[config.mk]
export PLATFORM = sky130hd
export DESIGN_NAME = alu_seq
export DESIGN_NICKNAME = d
export VERILOG_FILES = /design/src/rtl/alu_seq.sv
export SDC_FILE = /design/constraint.sdc
export NUM_CORES = 1
export LEC_CHECK = 0
export BUFFER_PORTS_ARGS = -buffer_cell sky130_fd_sc_hd__buf_2
export CAP_MARGIN = 20
export CORE_MARGIN = 5
export CORE_UTILIZATION = 35
export DETAILED_ROUTE_END_ITERATION = 10
export GPL_ROUTABILITY_DRIVEN = 0
export SYNTH_ARGS = -nofsm -noshare
export SYNTH_HDL_FRONTEND = slang
export SYNTH_SLANG_ARGS = --single-unit
[constraint.sdc]
create_clock -name i_clk -period 5.9 [get_ports i_clk]
set_clock_uncertainty 0.2 [all_clocks]
set_input_delay 0.885 -clock i_clk [delete_from_list [all_inputs] [get_ports i_clk]]
set_output_delay 0.885 -clock i_clk [all_outputs]
set_load 0.005 [all_outputs]
[src/rtl/alu_seq.sv]
// alu_seq: execute-stage ALU with valid/ready handshake, persistent Z/N/C flags and a serial
// one-bit-per-cycle shifter for SHL/SHR. Define ALU_OVERFLOW_FLAG_EN to add the signed overflow flag V.
module alu_seq #(
   parameter int WIDTH = 16
) (
   input  logic             i_clk,
   input  logic             i_rst_n,
   input  logic             i_valid,
   output logic             o_ready,
   input  logic [2:0]       i_op,
   input  logic [WIDTH-1:0] i_data_1,
   input  logic [WIDTH-1:0] i_data_2,
   output logic             o_valid,
   input  logic             i_ready,
   output logic [WIDTH-1:0] o_result,
   output logic             o_zero_flag,
   output logic             o_negative_flag,
   output logic             o_carry_flag,
`ifdef ALU_OVERFLOW_FLAG_EN
   output logic             o_overflow_flag,
   input  logic [3:0]       i_flag_data,
`else
   input  logic [2:0]       i_flag_data,
`endif
   input  logic             i_flag_load
);

   localparam int SHAMT_W = $clog2(WIDTH + 1);

   localparam logic [1:0] ST_IDLE  = 2'd0;
   localparam logic [1:0] ST_SHIFT = 2'd1;
   localparam logic [1:0] ST_DONE  = 2'd2;

   localparam logic [2:0] OP_MOV = 3'b000;
   localparam logic [2:0] OP_NOT = 3'b001;
   localparam logic [2:0] OP_ADD = 3'b010;
   localparam logic [2:0] OP_SUB = 3'b011;
   localparam logic [2:0] OP_AND = 3'b100;
   localparam logic [2:0] OP_OR  = 3'b101;
   localparam logic [2:0] OP_SHL = 3'b110;
   localparam logic [2:0] OP_SHR = 3'b111;

   localparam logic [SHAMT_W-1:0] CNT_ZERO = SHAMT_W'(0);
   localparam logic [SHAMT_W-1:0] CNT_ONE  = SHAMT_W'(1);
   localparam logic [SHAMT_W-1:0] CNT_FULL = SHAMT_W'(WIDTH);
   localparam logic [WIDTH-1:0]   B_FULL   = WIDTH'(WIDTH);
   localparam logic [WIDTH-1:0]   DATA_ZERO = {WIDTH{1'b0}};

   logic [1:0]         state_q, state_d;
   logic [SHAMT_W-1:0] cnt_q, cnt_d;
   logic [WIDTH-1:0]   sh_q, sh_d;
   logic               sh_left_q, sh_left_d;
   logic               sh_c_q, sh_c_d;
   logic [WIDTH-1:0]   result_q, result_d;
   logic               z_q, z_d, n_q, n_d, c_q, c_d;
   logic               valid_q, valid_d;

   logic               accept_s, is_shift_s, load_alu_s, load_sh_s;
   logic [WIDTH:0]     sum_s, diff_s;
   logic [WIDTH-1:0]   alu_res_s;
   logic               alu_c_s, alu_zn_upd_s;
   logic [SHAMT_W-1:0] sh_amt_s;

`ifdef ALU_OVERFLOW_FLAG_EN
   logic v_q, v_d, alu_v_s;
   assign o_overflow_flag = v_q;
`endif

   assign o_ready    = i_rst_n & (state_q == ST_IDLE) & (~valid_q | i_ready);
   assign accept_s   = i_valid & o_ready;
   assign is_shift_s = (i_op == OP_SHL) | (i_op == OP_SHR);
   assign load_alu_s = accept_s & ~is_shift_s;
   assign load_sh_s  = (state_q == ST_DONE);
   assign sum_s      = {1'b0, i_data_1} + {1'b0, i_data_2};
   assign diff_s     = {1'b0, i_data_1} - {1'b0, i_data_2};
   assign sh_amt_s   = (i_data_2 >= B_FULL) ? CNT_FULL : i_data_2[SHAMT_W-1:0];

   // Single-cycle operations; the borrow of A-B is the top bit of the widened difference
   always_comb begin
      alu_res_s    = i_data_1;
      alu_c_s      = c_q;
      alu_zn_upd_s = 1'b1;
`ifdef ALU_OVERFLOW_FLAG_EN
      alu_v_s      = v_q;
`endif
      case (i_op)
         OP_MOV: alu_zn_upd_s = 1'b0;
         OP_NOT: alu_res_s = ~i_data_1;
         OP_ADD: begin
            alu_res_s = sum_s[WIDTH-1:0];
            alu_c_s   = sum_s[WIDTH];
`ifdef ALU_OVERFLOW_FLAG_EN
            alu_v_s   = (i_data_1[WIDTH-1] == i_data_2[WIDTH-1]) &
                        (sum_s[WIDTH-1] != i_data_1[WIDTH-1]);
`endif
         end
         OP_SUB: begin
            alu_res_s = diff_s[WIDTH-1:0];
            alu_c_s   = diff_s[WIDTH];
`ifdef ALU_OVERFLOW_FLAG_EN
            alu_v_s   = (i_data_1[WIDTH-1] != i_data_2[WIDTH-1]) &
                        (diff_s[WIDTH-1] != i_data_1[WIDTH-1]);
`endif
         end
         OP_AND: alu_res_s = i_data_1 & i_data_2;
         OP_OR:  alu_res_s = i_data_1 | i_data_2;
         default: alu_res_s = i_data_1;
      endcase
   end

   // Shifter FSM: a count of zero skips SHIFT and goes straight to DONE
   always_comb begin
      state_d   = state_q;
      cnt_d     = cnt_q;
      sh_d      = sh_q;
      sh_left_d = sh_left_q;
      sh_c_d    = sh_c_q;
      case (state_q)
         ST_IDLE: begin
            if (accept_s & is_shift_s) begin
               sh_d      = i_data_1;
               cnt_d     = sh_amt_s;
               sh_c_d    = 1'b0;
               sh_left_d = (i_op == OP_SHL);
               state_d   = (sh_amt_s == CNT_ZERO) ? ST_DONE : ST_SHIFT;
            end else begin
               state_d   = ST_IDLE;
            end
         end
         ST_SHIFT: begin
            if (sh_left_q) begin
               sh_c_d = sh_q[WIDTH-1];
               sh_d   = {sh_q[WIDTH-2:0], 1'b0};
            end else begin
               sh_c_d = sh_q[0];
               sh_d   = {1'b0, sh_q[WIDTH-1:1]};
            end
            cnt_d   = cnt_q - CNT_ONE;
            state_d = (cnt_q == CNT_ONE) ? ST_DONE : ST_SHIFT;
         end
         ST_DONE: state_d = ST_IDLE;
         default: state_d = ST_IDLE;
      endcase
   end

   // Output register: loads on a result, flag load overrides flags, valid drops on consume
   always_comb begin
      result_d = result_q;
      z_d      = z_q;
      n_d      = n_q;
      c_d      = c_q;
`ifdef ALU_OVERFLOW_FLAG_EN
      v_d      = v_q;
`endif
      if (load_alu_s) begin
         result_d = alu_res_s;
         c_d      = alu_c_s;
`ifdef ALU_OVERFLOW_FLAG_EN
         v_d      = alu_v_s;
`endif
         if (alu_zn_upd_s) begin
            z_d = (alu_res_s == DATA_ZERO);
            n_d = alu_res_s[WIDTH-1];
         end else begin
            z_d = z_q;
            n_d = n_q;
         end
      end else if (load_sh_s) begin
         result_d = sh_q;
         z_d      = (sh_q == DATA_ZERO);
         n_d      = sh_q[WIDTH-1];
         c_d      = sh_c_q;
      end else begin
         result_d = result_q;
      end
      if (i_flag_load) begin
`ifdef ALU_OVERFLOW_FLAG_EN
         {z_d, n_d, c_d, v_d} = i_flag_data;
`else
         {z_d, n_d, c_d} = i_flag_data;
`endif
      end else begin
         z_d = z_d;
      end
      if (load_alu_s | load_sh_s) begin
         valid_d = 1'b1;
      end else if (i_ready) begin
         valid_d = 1'b0;
      end else begin
         valid_d = valid_q;
      end
   end

   // State and output registers
   always_ff @(posedge i_clk or negedge i_rst_n) begin
      if (!i_rst_n) begin
         state_q   <= ST_IDLE;
         cnt_q     <= CNT_ZERO;
         sh_q      <= DATA_ZERO;
         sh_left_q <= 1'b0;
         sh_c_q    <= 1'b0;
         result_q  <= DATA_ZERO;
         z_q       <= 1'b0;
         n_q       <= 1'b0;
         c_q       <= 1'b0;
         valid_q   <= 1'b0;
`ifdef ALU_OVERFLOW_FLAG_EN
         v_q       <= 1'b0;
`endif
      end else begin
         state_q   <= state_d;
         cnt_q     <= cnt_d;
         sh_q      <= sh_d;
         sh_left_q <= sh_left_d;
         sh_c_q    <= sh_c_d;
         result_q  <= result_d;
         z_q       <= z_d;
         n_q       <= n_d;
         c_q       <= c_d;
         valid_q   <= valid_d;
`ifdef ALU_OVERFLOW_FLAG_EN
         v_q       <= v_d;
`endif
      end
   end

   assign o_valid         = valid_q;
   assign o_result        = result_q;
   assign o_zero_flag     = z_q;
   assign o_negative_flag = n_q;
   assign o_carry_flag    = c_q;

endmodule

==> parameters.txt <==
Parameter                              Value

Clock tree
  Clock-pin slew on the worst setup and hold paths ... 0.06 ns
  Worst-case clock buffer depth ... 2
  Clk Latency, worst-skew pair ... 0.29 ns
  # H-tree levels ... 2
  Inserted Clock Buffers ... 5
  Number of clock sinks ... 45
  Clock tree from TritonCTS ... built
  Clk Tree Root Cell ... sky130_fd_sc_hd__clkbuf_16
  Quantity of hold-fixing buffers added after cts ... 0
  Count of buffers added by post-CTS timing repair for setup ... 0
  Total of cells resized after clock tree synthesis ... 0

Floorplan
  Top-Level Pins ... 64
  Initial Utilization ... 0.3516
  Die area ... 17660 um2
  Number of rows created at floorplan ... 45
  Die Wd ... 132.9 um
  Die height ... 132.9 um
  Area of the core ... 15030 um2

Timing
  Max-slew violations ... 0
  Minimum clock period ... 3.832 ns
  Count of final hold-check violations ... 0
  WHS ... 0.2709 ns
  Pin slew with the least headroom to its limit ... 0.9576 ns
  Post-route setup TNS ... 0 ns
  Max frequency ... 261.0 MHz
  Final-report setup violation count ... 0
  Max-Slew Margin vs Limit ... 0.3616
  Period Utilization, post-route ... 0.6495
  Unrepaired setup endpoints after global routing ... false

Global routing
  Maximum number of pins on one net before global-route repair ... 37
  Global-route congestion overflow total ... 0
  Wire length of the first global-routing pass ... 28.23 mm
  Number of global-route vias before repair ... 5136
  Initial antenna violation count ... 0
  Overall fraction of global-route tracks in use ... 0.1963

Run
  Count of maximum capacitance violations ... 0

Power
  Switching power ... 0.7272 mW
  Combinational power share ... 0.464
  Sequential share of power ... 0.370
  Internal power component ... 0.9485 mW
  Part of the power in the clock network ... 0.166
  Worst supply voltage drop on vdd ... 0.1378 mV
  PD cells ... 288.1 nW/um2
  Leakage power of the design ... 2.619 nW
  Switching part of the total power ... 0.4340

Yosys
  Number of cells produced by synthesis ... 704
  Yosys warning total ... 0
  Synthesized area per cell ... 7.507 um2
  Area leader, netlist ... sky130_fd_sc_hd__dfrtp_1
  Cell with the most instances after synthesis ... sky130_fd_sc_hd__nand2_1
  Area fraction in compound gates after synthesis ... 0.2910
  Proportion of synthesized flip-flops having asynchronous set or reset ... 1.000
  FF+latch count, synth ... 45
  Number of enable-type register cells in the synthesized netlist ... 0
  Net count of the mapped netlist ... 802
  Distinct cell type count after synthesis ... 70
  Most frequently used flop master after synthesis ... sky130_fd_sc_hd__dfrtp_1
  Share of the synthesized area in the top cell type ... 0.2131
  Post-synthesis xor/xnor area fraction ... 0.01160
  Part of the Yosys area used for sequential elements ... 0.2131
  Combined area of all synthesized cells ... 5285 um2
  Share of synthesized cell area in and, or, nand and nor gates ... 0.2348
  Post-synthesis adder-cell area fraction ... 0.1330
  Cells taking the most area after synthesis ... sky130_fd_sc_hd__dfrtp_1 21%, sky130_fd_sc_hd__ha_1 13%, sky130_fd_sc_hd__nand2_1 6.2%
  Most common library cells after synthesis ... 87 x sky130_fd_sc_hd__nand2_1, 62 x sky130_fd_sc_hd__nor2_1, 53 x sky130_fd_sc_hd__ha_1
  Mux cell area share after synthesis ... 0.04025
  Dominant combinational cell family by area after synthesis ... compound AO/OA/AOI/OAI gates

Detailed routing
  Vias per cell ... 5.915
  Average detailed-routed wire length per instance ... 19.13 um
  Pre-antenna DRT Iters ... 5
  Total wire length after detailed routing ... 17.74 mm
  Starting DRT DRC Count ... 590
  Count of unresolved DRC violations after routing ... 0
  Number of routed nets with antenna violations ... 0
  Vias post-DR ... 5483

Worst setup path
  Kind of start point of the critical path ... input port
  Crit path max fanout ... 11
  Type of the worst setup path ... in -> reg
  CP arrival ... 3.85 ns
  Type of destination of the critical path ... register
  Worst setup path startpoint ... i_data_1[8]
  Data required time of the critical path ... 5.92 ns
  Startpoint of the worst register-to-register path ... state_q[0]

Worst hold path
  Class of the tightest hold or removal check ... in -> async

Placed design
  Number of cells in the design after placement ... 920
  Number of input and output port buffers inserted ... 63
  Placement Cell Area ... 5673 um2
  Dpl hpwl ... 13.74 mm

Final layout
  Share of layout cells above drive strength 1 ... 0.1191
  Final design area excluding fillers ... 5816 um2
  Relative area change from synthesis to final layout ... 10.04%
  Final core utilization ... 0.3869
  Number of nets at the end of the flow ... 837
  Inserted Diodes ... 0
  Non-filler instance count after layout ... 927
  Filler cell count in the final layout ... 1578

Run status
  Result of the run ... finished, final reports clean
final timing paths:
kind                                to  slack (ns)  cells past startpoint
max                        o_zero_flag        2.07                     12
min                            sh_q[4]        0.27                      1
max reg2reg                o_zero_flag        2.99                      9
min reg2reg                o_result[0]        0.30                      1
max in group asynchronous  o_result[1]        4.49                      2
min in group i_clk         o_result[0]        0.30                      1
worst max-delay path, stage by stage:
cell and delay (ns):
sky130_fd_sc_hd__buf_2 0.18, sky130_fd_sc_hd__inv_1 0.06, sky130_fd_sc_hd__ha_1 0.50, sky130_fd_sc_hd__nor2_1 0.11
sky130_fd_sc_hd__a221oi_2 0.42, sky130_fd_sc_hd__o2111ai_1 0.35, sky130_fd_sc_hd__a311oi_2 0.41, sky130_fd_sc_hd__o221ai_1 0.17
sky130_fd_sc_hd__o22a_1 0.25, sky130_fd_sc_hd__nor4_1 0.27, sky130_fd_sc_hd__nand4_1 0.13, sky130_fd_sc_hd__o21ai_1 0.10
cells in the final DEF (no fill, tap or decap), types with 8 or more instances in the layout:
cell type                  synthesis  layout
sky130_fd_sc_hd__nor2_1           62      62
sky130_fd_sc_hd__a211oi_1         26      26
sky130_fd_sc_hd__nor3_1           18      18
sky130_fd_sc_hd__ha_1             53      53
sky130_fd_sc_hd__nand2_1          87      87
sky130_fd_sc_hd__a21oi_1          46      46
sky130_fd_sc_hd__dfrtp_1          45      45
sky130_fd_sc_hd__o21ai_0          26      26
sky130_fd_sc_hd__and3_1            8       8
sky130_fd_sc_hd__mux2i_1          19      19
sky130_fd_sc_hd__a31oi_1          24      24
sky130_fd_sc_hd__o211ai_1          9       9
sky130_fd_sc_hd__nand2b_1         12      12
sky130_fd_sc_hd__inv_1            51      51
sky130_fd_sc_hd__o22ai_1          11      11
sky130_fd_sc_hd__buf_2             4      63
sky130_fd_sc_hd__nor2b_1          26      26
sky130_fd_sc_hd__nor4_1           10      10
sky130_fd_sc_hd__nand3_1          14      14
registers in the layout, indices dropped and copies added (netlist names):
register / count
cnt_q: 5
sh_c_q: 1
sh_q: 16
o_negative_flag: 1
o_valid: 1
o_carry_flag: 1
sh_left_q: 1
o_zero_flag: 1
o_result: 16
state_q: 2
power groups by stage:
stage          registers (mW)  logic, mW  clock network (mW)
2_1_floorplan           0.554      0.567                   0
3_3_place_gp            0.620      0.762                   0
3_5_place_dp            0.620      0.768                   0
4_1_cts                 0.616      0.773               0.284
5_1_grt                 0.641      0.870               0.294
6_report                0.619      0.778               0.279
cell families after synthesis:
| kind of cell | count (synthesis) |
|---|---|
| XOR/XNOR | 7 |
| AO/OA/AOI/OAI | 223 |
| flip-flops | 45 |
| multiplexers | 21 |
| adder cells (fa/ha/maj) | 55 |
| buffers and inverters | 93 |
| AND/OR/NAND/NOR | 260 |
layout make-up:
| class | instances | area, um2 | area share |
|---|---|---|---|
| Timing Repair Buffer | 69 | 360.3 | 0.06196 |
| Inverter | 52 | 195.2 | 0.03356 |
| Clock buffer | 7 | 142.6 | 0.02453 |
| Sequential cell | 45 | 1126 | 0.1936 |
| Tap cell | 188 | 235.2 | 0.04045 |
| Multi-Input combinational cell | 566 | 3756 | 0.6459 |
layer usage:
layer | vias up | share of wire | track usage
met4 | 0 | 0.023 | 0.05427
met3 | 28 | 0.069 | 0.02852
met5 | - | 0 | 0
li1 | 2643 | - | -
met1 | 2587 | 0.46 | 0.2769
met2 | 225 | 0.45 | 0.3126
stage by stage:
stage	setup slack [ns]	total power, mW
2_1_floorplan	2.465	1.121
3_3_place_gp	1.771	1.382
3_5_place_dp	1.825	1.387
4_1_cts	2.112	1.673
5_1_grt	1.803	1.805
6_report	2.068	1.676
No activity file was read; power rests on OpenSTA's default activity.
